===== config.mk =====
export PLATFORM = sky130hd
export DESIGN_NAME = skid
export DESIGN_NICKNAME = d
export VERILOG_FILES = /design/src/rtl/skid.sv
export SDC_FILE = /design/constraint.sdc
export NUM_CORES = 1
export LEC_CHECK = 0
export ABC_CLOCK_PERIOD_IN_PS = 2000
export CAP_MARGIN = 20
export CORE_UTILIZATION = 35
export DETAILED_ROUTE_END_ITERATION = 6
export DONT_BUFFER_PORTS = 1
export GPL_TIMING_DRIVEN = 1
export PLACE_DENSITY = 0.58
export SYNTH_ARGS = -nofsm -noshare
export SYNTH_HDL_FRONTEND = slang
export SYNTH_SLANG_ARGS = --single-unit

===== constraint.sdc =====
create_clock -name clk -period 2 [get_ports clk]
set_input_delay 0.4 -clock clk [delete_from_list [all_inputs] [get_ports clk]]
set_output_delay 0.4 -clock clk [all_outputs]
set_load 0.02 [all_outputs]

===== src/rtl/skid.sv =====
// Registered valid/ready skid buffer: 1+FEED_STAGES cascaded two-entry stages.
// Every output (odat/ovld/irdy) comes straight from a flop, so no input-to-output path exists.

module skid_stage #(
  parameter int DATA_WIDTH = 8
) (
  input  logic                  clk,
  input  logic                  rst,
  input  logic [DATA_WIDTH-1:0] idat,
  input  logic                  ivld,
  output logic                  irdy,
  output logic [DATA_WIDTH-1:0] odat,
  output logic                  ovld,
  input  logic                  ordy
);

  logic [DATA_WIDTH-1:0] a_dat_q, a_dat_d;
  logic                  a_vld_q, a_vld_d;
  logic [DATA_WIDTH-1:0] b_dat_q, b_dat_d;
  logic                  b_vld_q, b_vld_d;
  logic                  irdy_q, irdy_d;
  logic                  in_xfer;

  always_comb begin
    a_dat_d = a_dat_q;
    a_vld_d = a_vld_q;
    b_dat_d = b_dat_q;
    b_vld_d = b_vld_q;
    in_xfer = ivld && irdy_q;
    if (!a_vld_q || ordy) begin
      // A is free this edge: the oldest beat (B if present) moves into A
      if (b_vld_q) begin
        a_dat_d = b_dat_q;
        a_vld_d = 1'b1;
        b_vld_d = in_xfer;
        if (in_xfer) begin
          b_dat_d = idat;
        end
      end else begin
        a_vld_d = in_xfer;
        if (in_xfer) begin
          a_dat_d = idat;
        end
      end
    end else if (in_xfer) begin
      b_dat_d = idat;
      b_vld_d = 1'b1;
    end
    irdy_d = !b_vld_d;
  end

  always_ff @(posedge clk) begin
    if (rst) begin
      a_dat_q <= '0;
      a_vld_q <= 1'b0;
      b_dat_q <= '0;
      b_vld_q <= 1'b0;
      irdy_q  <= 1'b1;
    end else begin
      a_dat_q <= a_dat_d;
      a_vld_q <= a_vld_d;
      b_dat_q <= b_dat_d;
      b_vld_q <= b_vld_d;
      irdy_q  <= irdy_d;
    end
  end

  assign irdy = irdy_q;
  assign odat = a_dat_q;
  assign ovld = a_vld_q;

endmodule

module skid #(
  parameter int DATA_WIDTH  = 8,
  parameter int FEED_STAGES = 0
) (
  input  logic                  clk,
  input  logic                  rst,
  input  logic [DATA_WIDTH-1:0] idat,
  input  logic                  ivld,
  output logic                  irdy,
  output logic [DATA_WIDTH-1:0] odat,
  output logic                  ovld,
  input  logic                  ordy
);

  localparam int NSTG = 1 + FEED_STAGES;

  // Link k carries the stream into stage k; link NSTG is the external output.
  logic [DATA_WIDTH-1:0] dat_c [0:NSTG];
  logic [NSTG:0]         vld_c;
  logic [NSTG:0]         rdy_c;

  assign dat_c[0]    = idat;
  assign vld_c[0]    = ivld;
  assign irdy        = rdy_c[0];
  assign odat        = dat_c[NSTG];
  assign ovld        = vld_c[NSTG];
  assign rdy_c[NSTG] = ordy;

  generate
    for (genvar gi = 0; gi < NSTG; gi++) begin : g_stage
      skid_stage #(
        .DATA_WIDTH(DATA_WIDTH)
      ) u_stage (
        .clk (clk),
        .rst (rst),
        .idat(dat_c[gi]),
        .ivld(vld_c[gi]),
        .irdy(rdy_c[gi]),
        .odat(dat_c[gi+1]),
        .ovld(vld_c[gi+1]),
        .ordy(rdy_c[gi+1])
      );
    end
  endgenerate

endmodule


; ---- Yosys cells after proc, flatten, opt, wreduce, memory -nomap -nowiden
; Index checks and enable logic that the tools add are counted.
; W data, S select, Z words.
[word_totals]
output_inout_bits = 10
n_memories = 0
inputBits = 12
wordCells = 21
latchBits = 0
ram_bits = 0
mem_bits_ro = 0
reg_bits = 19
[classes]
shifts = 0
mul = 0
div = 0
n_addsub = 0
eq_ne = 1
n_bitwise = 0
n_mux = 9
n_reduce_logical = 6
order_cmp = 0
[op_table]
columns = operator, count
row1 = $mux W8, 5
row2 = $mux W1, 4
row3 = $logic_not A1 Y1, 2
row4 = $ne A2 B1 Y1 const B, 1
row5 = $reduce_and A2 Y1, 1
row6 = $reduce_bool A2 Y1, 1
row7 = $logic_and A1 B1 Y1, 1
row8 = $logic_or A1 B1 Y1, 1

; ---- Logic depth before layout (Yosys ltp)
; Gate-level depths: netlist (run 1).
[depth]
ltp_word = 4
mapped_depth = 4

; ---- Worst setup path before layout (run 1)
; OpenSTA, ideal clock, no wires.
[synth_timing]
path_type = register to register
startpoint = register g_stage[0].u_stage.a_vld_q
endpoint = register g_stage[0].u_stage.a_dat_q[0]
path_slack_ns = 0.802
path_stages_with_launch = 5
t_arrival_ns = 1.057
n_path_buf = 1
required_ns = 1.859
path_cell_list = dfxtp_1 or2b_2 buf_4 a21oi_1 a211oi_1
[synth_via]
elab_chain_len = 3
[synth_rtl]
columns = item, line
row1 = from (decl), 18  ; logic a_vld_q, a_vld_d;
row2 = from (signal assigned), 61  ; a_vld_q <= a_vld_d;
row3 = $logic_not A1 Y1, 30  ; if (!a_vld_q || ordy) begin
row4 = $logic_or A1 B1 Y1, 30
row5 = $reduce_and A2 Y1 (no line), n/a
row6 = to (signal assigned), 60  ; a_dat_q <= a_dat_d;
row7 = to (decl), 17  ; logic [DATA_WIDTH-1:0] a_dat_q, a_dat_d;
; Every way passes these cells.
; A chain may end at the register's enable or synchronous reset.

; ---- Final worst setup path (run 1)
[layout_timing]
startpoint = register g_stage[0].u_stage.a_vld_q
endpoint = register g_stage[0].u_stage.b_dat_q[4]
[layout_via]
elab_chain_len = 3
word_cells_on_any_way = 4
[layout_rtl]
columns = item, line
row1 = $logic_not A1 Y1 (*), 30
row2 = $logic_or A1 B1 Y1 (*), 30
row3 = $ne A2 B1 Y1 (no line) or $mux W8 (tied branches), n/a
row4 = to (signal assigned), 62  ; b_dat_q <= b_dat_d;
row5 = to (decl), 19  ; logic [DATA_WIDTH-1:0] b_dat_q, b_dat_d;
; Every way passes the cells marked *; elsewhere a longest branch is shown, timed or not.

==> results of run 1 <==
[synth_stat cells]
cell type	n	share of area, %
dfxtp_1	19	44
mux2i_1	16	19
nand2b_1	16	12
a21oi_1	11	6.4
a211oi_1	8	7.0
a21o_1	2	1.8
buf_6	2	2.6
buf_2	1	0.58
buf_4	1	0.88
clkbuf_1	1	0.44
nand2_1	1	0.44
nor2_1	1	0.44
nor2b_4	1	1.6
o211a_1	1	1.2
o211ai_1	1	0.88
or2b_2	1	1.0
[layout make-up]
class	instances	share of cell area, %
Multi-Input combinational cell	59	48.95
Sequential cell	19	42.52
Tap cell	28	3.916
Clock buffer	4	2.937
Timing Repair Buffer	2	1.678
[metrics by stage]
step	power [µW]	cell area (µm²)	utilization [%]	setup slack, ns
3_5_place_dp	527.9	868.3	38.51	0.5839
3_3_place_gp	525.1	868.3	38.51	0.6473
4_1_cts	724.7	894.6	39.68	0.5593
5_1_grt	751.8	894.6	39.68	0.4770
2_1_floorplan	516.0	857.1	-	0.8016
6_report	710.7	894.6	39.68	0.5901
[cells by family (layout without fill, tap and decap cells)]
family,count (synthesis),in the layout
compound gates,23,23
buf+inv,5,6
flops,19,19
mux,16,16
simple gates,20,20
[power by group]
group          total (µW)  internal (µW)  switching [µW]
clock network         193           77.6             116
registers             440            403            37.1
logic                78.0           40.4            37.6
[final timing paths]
path	slack [ns]	end	start	cells past startpoint
min reg2reg	0.48	g_stage[0].u_stage.b_dat_q[7]	g_stage[0].u_stage.b_dat_q[7]	2
min	0.16	g_stage[0].u_stage.odat[5]	rst	1
max reg2reg	0.59	g_stage[0].u_stage.b_dat_q[4]	g_stage[0].u_stage.ovld	3
max	0.59	g_stage[0].u_stage.b_dat_q[4]	g_stage[0].u_stage.ovld	3
[layer usage]
layer	global-route usage (%)	vias up	share of wire [%]	wire, µm
met4	5.405	0	0.95	16
met1	14.16	273	44	742
met5	0	-	0	0
met2	25.32	19	48	799
met3	7.738	2	7.0	117
li1	-	297	-	-
[flip-flops by register name, summed over array words and instances (netlist names)]
name,flops
g_stage.u_stage.b_dat_q,8
g_stage.u_stage.odat,8
g_stage.u_stage.b_vld_q,1
g_stage.u_stage.irdy,1
g_stage.u_stage.ovld,1
==> flow_summary.html, run 1 <==
<table>
<tr><th>Metric</th><th>Value</th></tr>
<tr><th colspan="2">Run status</th></tr>
<tr><td>Result of the run</td><td>finished, final reports clean</td></tr>
<tr><th colspan="2">Synth</th></tr>
<tr><td>Adder and majority gate portion of the synthesized area</td><td>0%</td></tr>
<tr><td>Post-synthesis xor/xnor area fraction</td><td>0%</td></tr>
<tr><td>Number of distinct standard cells referenced by the synthesized netlist</td><td>16</td></tr>
<tr><td>Synthesized netlist cell count</td><td>83</td></tr>
<tr><td>Yosys synthesis warning count</td><td>0</td></tr>
<tr><td>Flop and latch count out of synthesis</td><td>19</td></tr>
<tr><td>Post-synth net total</td><td>95</td></tr>
<tr><td>Main combinational cell family by area after synthesis</td><td>multiplexers</td></tr>
<tr><td>Mean area per synthesized cell</td><td>a little over 10 µm²</td></tr>
<tr><td>Proportion of synthesized area in mux cells</td><td>approximately a fifth</td></tr>
<tr><td>Mapped cell area</td><td>between 800 and 900 µm²</td></tr>
<tr><td>Sequential area share after synthesis</td><td>roughly 44%</td></tr>
<tr><td>Area share of and/or/nand/nor cells after synthesis</td><td>15.18%</td></tr>
<tr><td>Compound-cell area share of the yosys netlist</td><td>between 10% and 20%</td></tr>
<tr><th colspan="2">Clock tree</th></tr>
<tr><td>Post-CTS setup buffers</td><td>0</td></tr>
<tr><td>Post-cts hold buffer count</td><td>0</td></tr>
<tr><td>Post-cts gate resize count</td><td>0</td></tr>
<tr><td>Worst skew pair latency</td><td>roughly 0.29 ns</td></tr>
<tr><td>TritonCTS Buffers</td><td>3</td></tr>
<tr><td>Clock tree from TritonCTS</td><td>yes</td></tr>
<tr><td>Count of H-tree levels built during CTS</td><td>1</td></tr>
<tr><td>Cell at the root of the clock tree</td><td>clkbuf_4</td></tr>
<tr><td>Maximum number of buffers from clock root to sink</td><td>2</td></tr>
<tr><td>Number of sinks handled by clock tree synthesis</td><td>19</td></tr>
<tr><td>Clock slew at the register clock pins of the worst setup and hold paths</td><td>~0.10 ns</td></tr>
<tr><th colspan="2">Layout</th></tr>
<tr><td>Most frequent cells in the layout</td><td>dfxtp_1, nand2b_1, mux2i_1</td></tr>
<tr><td>Nets</td><td>between 90 and 100</td></tr>
<tr><td>Antenna diodes</td><td>0</td></tr>
<tr><td>Most common library cell in the layout ignoring fill and taps</td><td>dfxtp_1</td></tr>
<tr><td>Final std cells w/o fill</td><td>around 110</td></tr>
<tr><td>Storage cell area</td><td>between 300 and 400 µm²</td></tr>
<tr><td>Area growth syn-to-layout</td><td>4.380%</td></tr>
<tr><td>Area of the multi-input gates</td><td>437.9 µm²</td></tr>
<tr><td>Ratio of cells with drive above 1 in the final layout</td><td>8.333%</td></tr>
<tr><td>Filler instances</td><td>about 240</td></tr>
<tr><th colspan="2">Floorplanning</th></tr>
<tr><td>Std-Cell Core Area</td><td>0.002255 mm²</td></tr>
<tr><td>Effective utilization at floorplan</td><td>a little under two fifths</td></tr>
<tr><td>Row count</td><td>17</td></tr>
<tr><td>Die boundary height</td><td>51.49 µm</td></tr>
<tr><td>Number of top-level pins</td><td>22</td></tr>
<tr><td>Die Outline Area</td><td>around 0.0027 mm²</td></tr>
<tr><td>Die Wd</td><td>51.49 µm</td></tr>
<tr><th colspan="2">Timing</th></tr>
<tr><td>Slew HR</td><td>roughly 73%</td></tr>
<tr><td>Final worst hold slack</td><td>around 0.16 ns</td></tr>
<tr><td>Unrepaired setup endpoints after global routing</td><td>false</td></tr>
<tr><td>Achievable Freq</td><td>between 700 and 800 MHz</td></tr>
<tr><td>Setup tns final</td><td>0 ns</td></tr>
<tr><td>Hold violation count in the final report</td><td>0</td></tr>
<tr><td>Slew Viols, Final</td><td>0</td></tr>
<tr><td>Maximum clock skew at final layout</td><td>around 0.0011 ns</td></tr>
<tr><td>Min Tclk post-route</td><td>approximately 1.4 ns</td></tr>
<tr><td>Final cycle utilization of the critical path</td><td>between 70% and 80%</td></tr>
<tr><td>Worst Max-Slew Pin Slew</td><td>0.4034 ns</td></tr>
<tr><td>Total setup violations reported at the end of the flow</td><td>0</td></tr>
<tr><th colspan="2">Global routing</th></tr>
<tr><td>GRT Overall Usage</td><td>between 10% and 20%</td></tr>
<tr><td>Vias in the first global route</td><td>between 600 and 700</td></tr>
<tr><td>Initial antenna violation count</td><td>0</td></tr>
<tr><td>Pin count of the biggest net entering global routing</td><td>28</td></tr>
<tr><td>Residual overflow from global routing</td><td>0</td></tr>
<tr><td>Wire length of the first global-routing pass</td><td>roughly 2.7 mm</td></tr>
<tr><th colspan="2">Placement</th></tr>
<tr><td>Placed cell count</td><td>around 110</td></tr>
<tr><td>Buffers added on ports</td><td>0</td></tr>
<tr><td>Half-perimeter wire length after placement</td><td>roughly 1.2 mm</td></tr>
<tr><td>Routability congestion estimate</td><td>slightly above 0.7</td></tr>
<tr><th colspan="2">Setup path</th></tr>
<tr><td>Buffering stage count on the worst path with inverters included</td><td>0</td></tr>
<tr><td>Cell-by-cell listing of the critical path</td><td>nor2b_4, o211a_1, mux2i_1</td></tr>
<tr><td>Category of cells accounting for the largest share of critical-path delay</td><td>flip-flops</td></tr>
<tr><td>Worst Path Arrival</td><td>around 1.6 ns</td></tr>
<tr><td>Worst-path maximum fanout</td><td>8</td></tr>
<tr><td>Crit start category</td><td>flop</td></tr>
<tr><td>Worst stage delay on the critical path</td><td>between 0.4 and 0.5 ns</td></tr>
<tr><td>Worst endpoint required time</td><td>approximately 2.2 ns</td></tr>
<tr><td>CP max-delay cell</td><td>dfxtp_1</td></tr>
<tr><td>Type of element capturing the critical path</td><td>flop</td></tr>
<tr><td>Setup Crit Path Kind</td><td>reg -&gt; reg</td></tr>
<tr><th colspan="2">Power</th></tr>
<tr><td>Reported leakage power</td><td>around 0.0003 µW</td></tr>
<tr><td>Max VDD drop</td><td>between 0.4 and 0.5 mV</td></tr>
<tr><td>Power density over the cells</td><td>slightly below 800 mW/mm²</td></tr>
<tr><th colspan="2">Run</th></tr>
<tr><td>Reported max-cap violation count</td><td>0</td></tr>
<tr><th colspan="2">Route</th></tr>
<tr><td>Post-detailed-routing wire length</td><td>between 1.5 and 2 mm</td></tr>
<tr><td>Iteration-0 DRC Markers</td><td>1</td></tr>
<tr><td>Via count</td><td>around 590</td></tr>
<tr><td>Avg Vias per Cell</td><td>between 5 and 6</td></tr>
<tr><td>Routed wire per std cell</td><td>approximately 15 µm</td></tr>
<tr><td>ANT nets after route</td><td>0</td></tr>
<tr><td>DRC violations left</td><td>0</td></tr>
<tr><td>Count of TritonRoute iterations in the first routing pass</td><td>2</td></tr>
<tr><th colspan="2">Worst hold path</th></tr>
<tr><td>Path category of the worst min-delay check</td><td>in -&gt; reg</td></tr>
</table>
Note: power is estimated with default switching activity, not from simulation.
==> run 2, diff against run 1 <==
Settings changed: ABC_CLOCK_PERIOD_IN_PS 2000 to 1500.
Clock period 2 ns to 1.5 ns, I/O delays scaled along.
==> flow_summary.html, run 2 (synthesized netlist as in run 1, its figures left out) <==
<table>
<tr><th>Metric</th><th>Value</th></tr>
<tr><th colspan="2">Placement</th></tr>
<tr><td>Buffers added on ports</td><td>0</td></tr>
<tr><td>Routability congestion estimate</td><td>approximately 0.74</td></tr>
<tr><th colspan="2">Clock tree</th></tr>
<tr><td>Post-cts gate resize count</td><td>0</td></tr>
<tr><td>Cell at the root of the clock tree</td><td>clkbuf_4</td></tr>
<tr><td>Maximum number of buffers from clock root to sink</td><td>2</td></tr>
<tr><td>Clock tree from TritonCTS</td><td>yes</td></tr>
<tr><td>Post-CTS setup buffers</td><td>0</td></tr>
<tr><td>Count of H-tree levels built during CTS</td><td>1</td></tr>
<tr><td>TritonCTS Buffers</td><td>3</td></tr>
<tr><td>Worst skew pair latency</td><td>0.29 ns</td></tr>
<tr><td>Number of sinks handled by clock tree synthesis</td><td>19</td></tr>
<tr><td>Clock slew at the register clock pins of the worst setup and hold paths</td><td>0.10 ns</td></tr>
<tr><td>Post-cts hold buffer count</td><td>0</td></tr>
<tr><th colspan="2">Layout</th></tr>
<tr><td>Most common library cell in the layout ignoring fill and taps</td><td>dfxtp_1</td></tr>
<tr><td>Nets</td><td>99</td></tr>
<tr><td>Area growth syn-to-layout</td><td>6.131%</td></tr>
<tr><td>Antenna diodes</td><td>0</td></tr>
<tr><td>Ratio of cells with drive above 1 in the final layout</td><td>between 10% and 20%</td></tr>
<tr><td>Most frequent cells in the layout</td><td>dfxtp_1, nand2b_1, mux2i_1</td></tr>
<tr><td>Core utilization of the finished layout</td><td>between 40% and 50%</td></tr>
<tr><th colspan="2">Timing</th></tr>
<tr><td>Achievable Freq</td><td>763.4 MHz</td></tr>
<tr><td>Unrepaired setup endpoints after global routing</td><td>false</td></tr>
<tr><td>Setup tns final</td><td>0 ns</td></tr>
<tr><td>Total setup violations reported at the end of the flow</td><td>0</td></tr>
<tr><td>Slew Viols, Final</td><td>0</td></tr>
<tr><td>Final cycle utilization of the critical path</td><td>between 80 and 90%</td></tr>
<tr><td>Min Tclk post-route</td><td>1.310 ns</td></tr>
<tr><td>Hold violation count in the final report</td><td>0</td></tr>
<tr><td>Slew HR</td><td>between 60% and 70%</td></tr>
<tr><td>Worst Max-Slew Pin Slew</td><td>roughly 0.52 ns</td></tr>
<tr><td>Maximum clock skew at final layout</td><td>a little over 0.003 ns</td></tr>
<tr><th colspan="2">Global routing</th></tr>
<tr><td>Wire length of the first global-routing pass</td><td>between 2 and 3 mm</td></tr>
<tr><td>Pin count of the biggest net entering global routing</td><td>28</td></tr>
<tr><td>GRT Overall Usage</td><td>between 10% and 20%</td></tr>
<tr><td>Initial antenna violation count</td><td>0</td></tr>
<tr><td>Vias in the first global route</td><td>roughly 600</td></tr>
<tr><td>Residual overflow from global routing</td><td>0</td></tr>
<tr><th colspan="2">Floorplanning</th></tr>
<tr><td>Row count</td><td>17</td></tr>
<tr><td>Std-Cell Core Area</td><td>approximately 0.0023 mm²</td></tr>
<tr><td>Number of top-level pins</td><td>22</td></tr>
<tr><td>Die boundary height</td><td>roughly 51 µm</td></tr>
<tr><td>Effective utilization at floorplan</td><td>38.01%</td></tr>
<tr><td>Die Wd</td><td>51.49 µm</td></tr>
<tr><td>Die Outline Area</td><td>0.002651 mm²</td></tr>
<tr><th colspan="2">Run</th></tr>
<tr><td>Reported max-cap violation count</td><td>0</td></tr>
<tr><th colspan="2">Setup path</th></tr>
<tr><td>Worst endpoint required time</td><td>1.66 ns</td></tr>
<tr><td>Type of element capturing the critical path</td><td>flop</td></tr>
<tr><td>Reg-to-reg slack, setup</td><td>0.19 ns</td></tr>
<tr><td>Worst stage delay on the critical path</td><td>0.50 ns</td></tr>
<tr><td>Worst flop-to-flop path endpoint</td><td>g_stage[0].u_stage.odat[5]</td></tr>
<tr><td>Worst R2R Path Depth</td><td>3</td></tr>
<tr><td>Worst Path Arrival</td><td>1.47 ns</td></tr>
<tr><td>Setup Crit Path Kind</td><td>reg -&gt; reg</td></tr>
<tr><td>Beginning of the worst register-to-register path</td><td>g_stage[0].u_stage.b_vld_q</td></tr>
<tr><td>Critical path origin</td><td>g_stage[0].u_stage.b_vld_q</td></tr>
<tr><td>Critical path destination</td><td>g_stage[0].u_stage.odat[5]</td></tr>
<tr><td>CP max-delay cell</td><td>dfxtp_1</td></tr>
<tr><td>Cell-by-cell listing of the critical path</td><td>a21oi_1, nor2_1, a211oi_1</td></tr>
<tr><td>Crit start category</td><td>flop</td></tr>
<tr><td>Worst-path maximum fanout</td><td>8</td></tr>
<tr><th colspan="2">Power</th></tr>
<tr><td>Power density over the cells</td><td>between 1000 and 1500 mW/mm²</td></tr>
<tr><td>Reported leakage power</td><td>~0.00031 µW</td></tr>
<tr><td>Max VDD drop</td><td>between 0.6 and 0.7 mV</td></tr>
<tr><td>Internal power</td><td>695.9 µW</td></tr>
<tr><td>Sequential power share</td><td>61.7%</td></tr>
<tr><td>Power share of the clock group</td><td>about 27%</td></tr>
<tr><td>Proportion of total power due to net switching</td><td>about a quarter</td></tr>
<tr><td>Part of the power in combinational logic</td><td>between 10% and 20%</td></tr>
<tr><td>Switching component of the power</td><td>between 200 and 300 µW</td></tr>
<tr><th colspan="2">Route</th></tr>
<tr><td>Iteration-0 DRC Markers</td><td>13</td></tr>
<tr><td>ANT nets after route</td><td>0</td></tr>
<tr><td>Count of TritonRoute iterations in the first routing pass</td><td>4</td></tr>
<tr><td>Avg Vias per Cell</td><td>5.044</td></tr>
<tr><td>Post-detailed-routing wire length</td><td>approximately 1.6 mm</td></tr>
<tr><td>Routed wire per std cell</td><td>approximately 14 µm</td></tr>
<tr><td>Via count</td><td>roughly 580</td></tr>
<tr><td>DRC violations left</td><td>0</td></tr>
<tr><th colspan="2">Worst hold path</th></tr>
<tr><td>Path category of the worst min-delay check</td><td>in -&gt; reg</td></tr>
<tr><th colspan="2">Run status</th></tr>
<tr><td>Result of the run</td><td>finished, final reports clean</td></tr>
</table>
-- run 2: metrics by stage --
step | setup WS, ns | instances | cell area (µm²) | hold WS (ns) | power (µW)
global route | 0.09275 | 114 | 909.6 | 0.04107 | 991.9
CTS | 0.1950 | 114 | 909.6 | 0.05331 | 958.3
floorplan | 0.3016 | 83 | 857.1 | 0.4484 | 688.0
finish | 0.1901 | 114 | 909.6 | 0.06496 | 946.7
global placement | 0.2831 | 110 | 883.3 | 0.3763 | 700.7
detailed placement | 0.2101 | 110 | 883.3 | 0.3755 | 704.8
-- run 2: critical path: cells and delay by family (launching register included) --
kind,cells,cell delay (ns)
DFF,1,0.50
AOI/OAI and AO/OA,2,0.24
and+or+nand+nor,1,0.42
-- run 2: final cells by class --
| type | count | area (µm²) |
|---|---|---|
| tap | 28 | 35.03 |
| multi-input combinational | 59 | 437.9 |
| sequential | 19 | 380.4 |
| clock buffer | 4 | 26.28 |
| timing repair buffer | 4 | 30.03 |
| fill | 250 | 1345 |
-- run 2: layer usage --
layer / wire length (µm) / global-route usage [%] / up-vias
met5: 0 / 0 / -
met4: 10 / 4.054 / 0
met3: 126 / 6.845 / 2
met2: 760 / 22.51 / 19
met1: 694 / 16.40 / 250
li1: - / - / 304
-- run 2: how the worst min path moves through the flow --
stage	to	slack, ns	from	cells after the start
2_1_floorplan	g_stage[0].u_stage.b_dat_q[0]	0.45	g_stage[0].u_stage.b_dat_q[0]	2
3_3_place_gp	g_stage[0].u_stage.odat[0]	0.38	rst	1
3_5_place_dp	g_stage[0].u_stage.ovld	0.38	rst	1
4_1_cts	g_stage[0].u_stage.ovld	0.05	rst	1
5_1_grt	g_stage[0].u_stage.ovld	0.04	rst	1
6_report	g_stage[0].u_stage.ovld	0.06	rst	1
-- run 2: power by group through the flow --
| stage | logic [µW] | registers (µW) | clock network [µW] |
|---|---|---|---|
| 2_1_floorplan | 95.5 | 592 | 0 |
| 3_3_place_gp | 105 | 595 | 0 |
| 3_5_place_dp | 107 | 597 | 0 |
| 4_1_cts | 108 | 586 | 265 |
| 5_1_grt | 118 | 589 | 285 |
| 6_report | 107 | 584 | 256 |
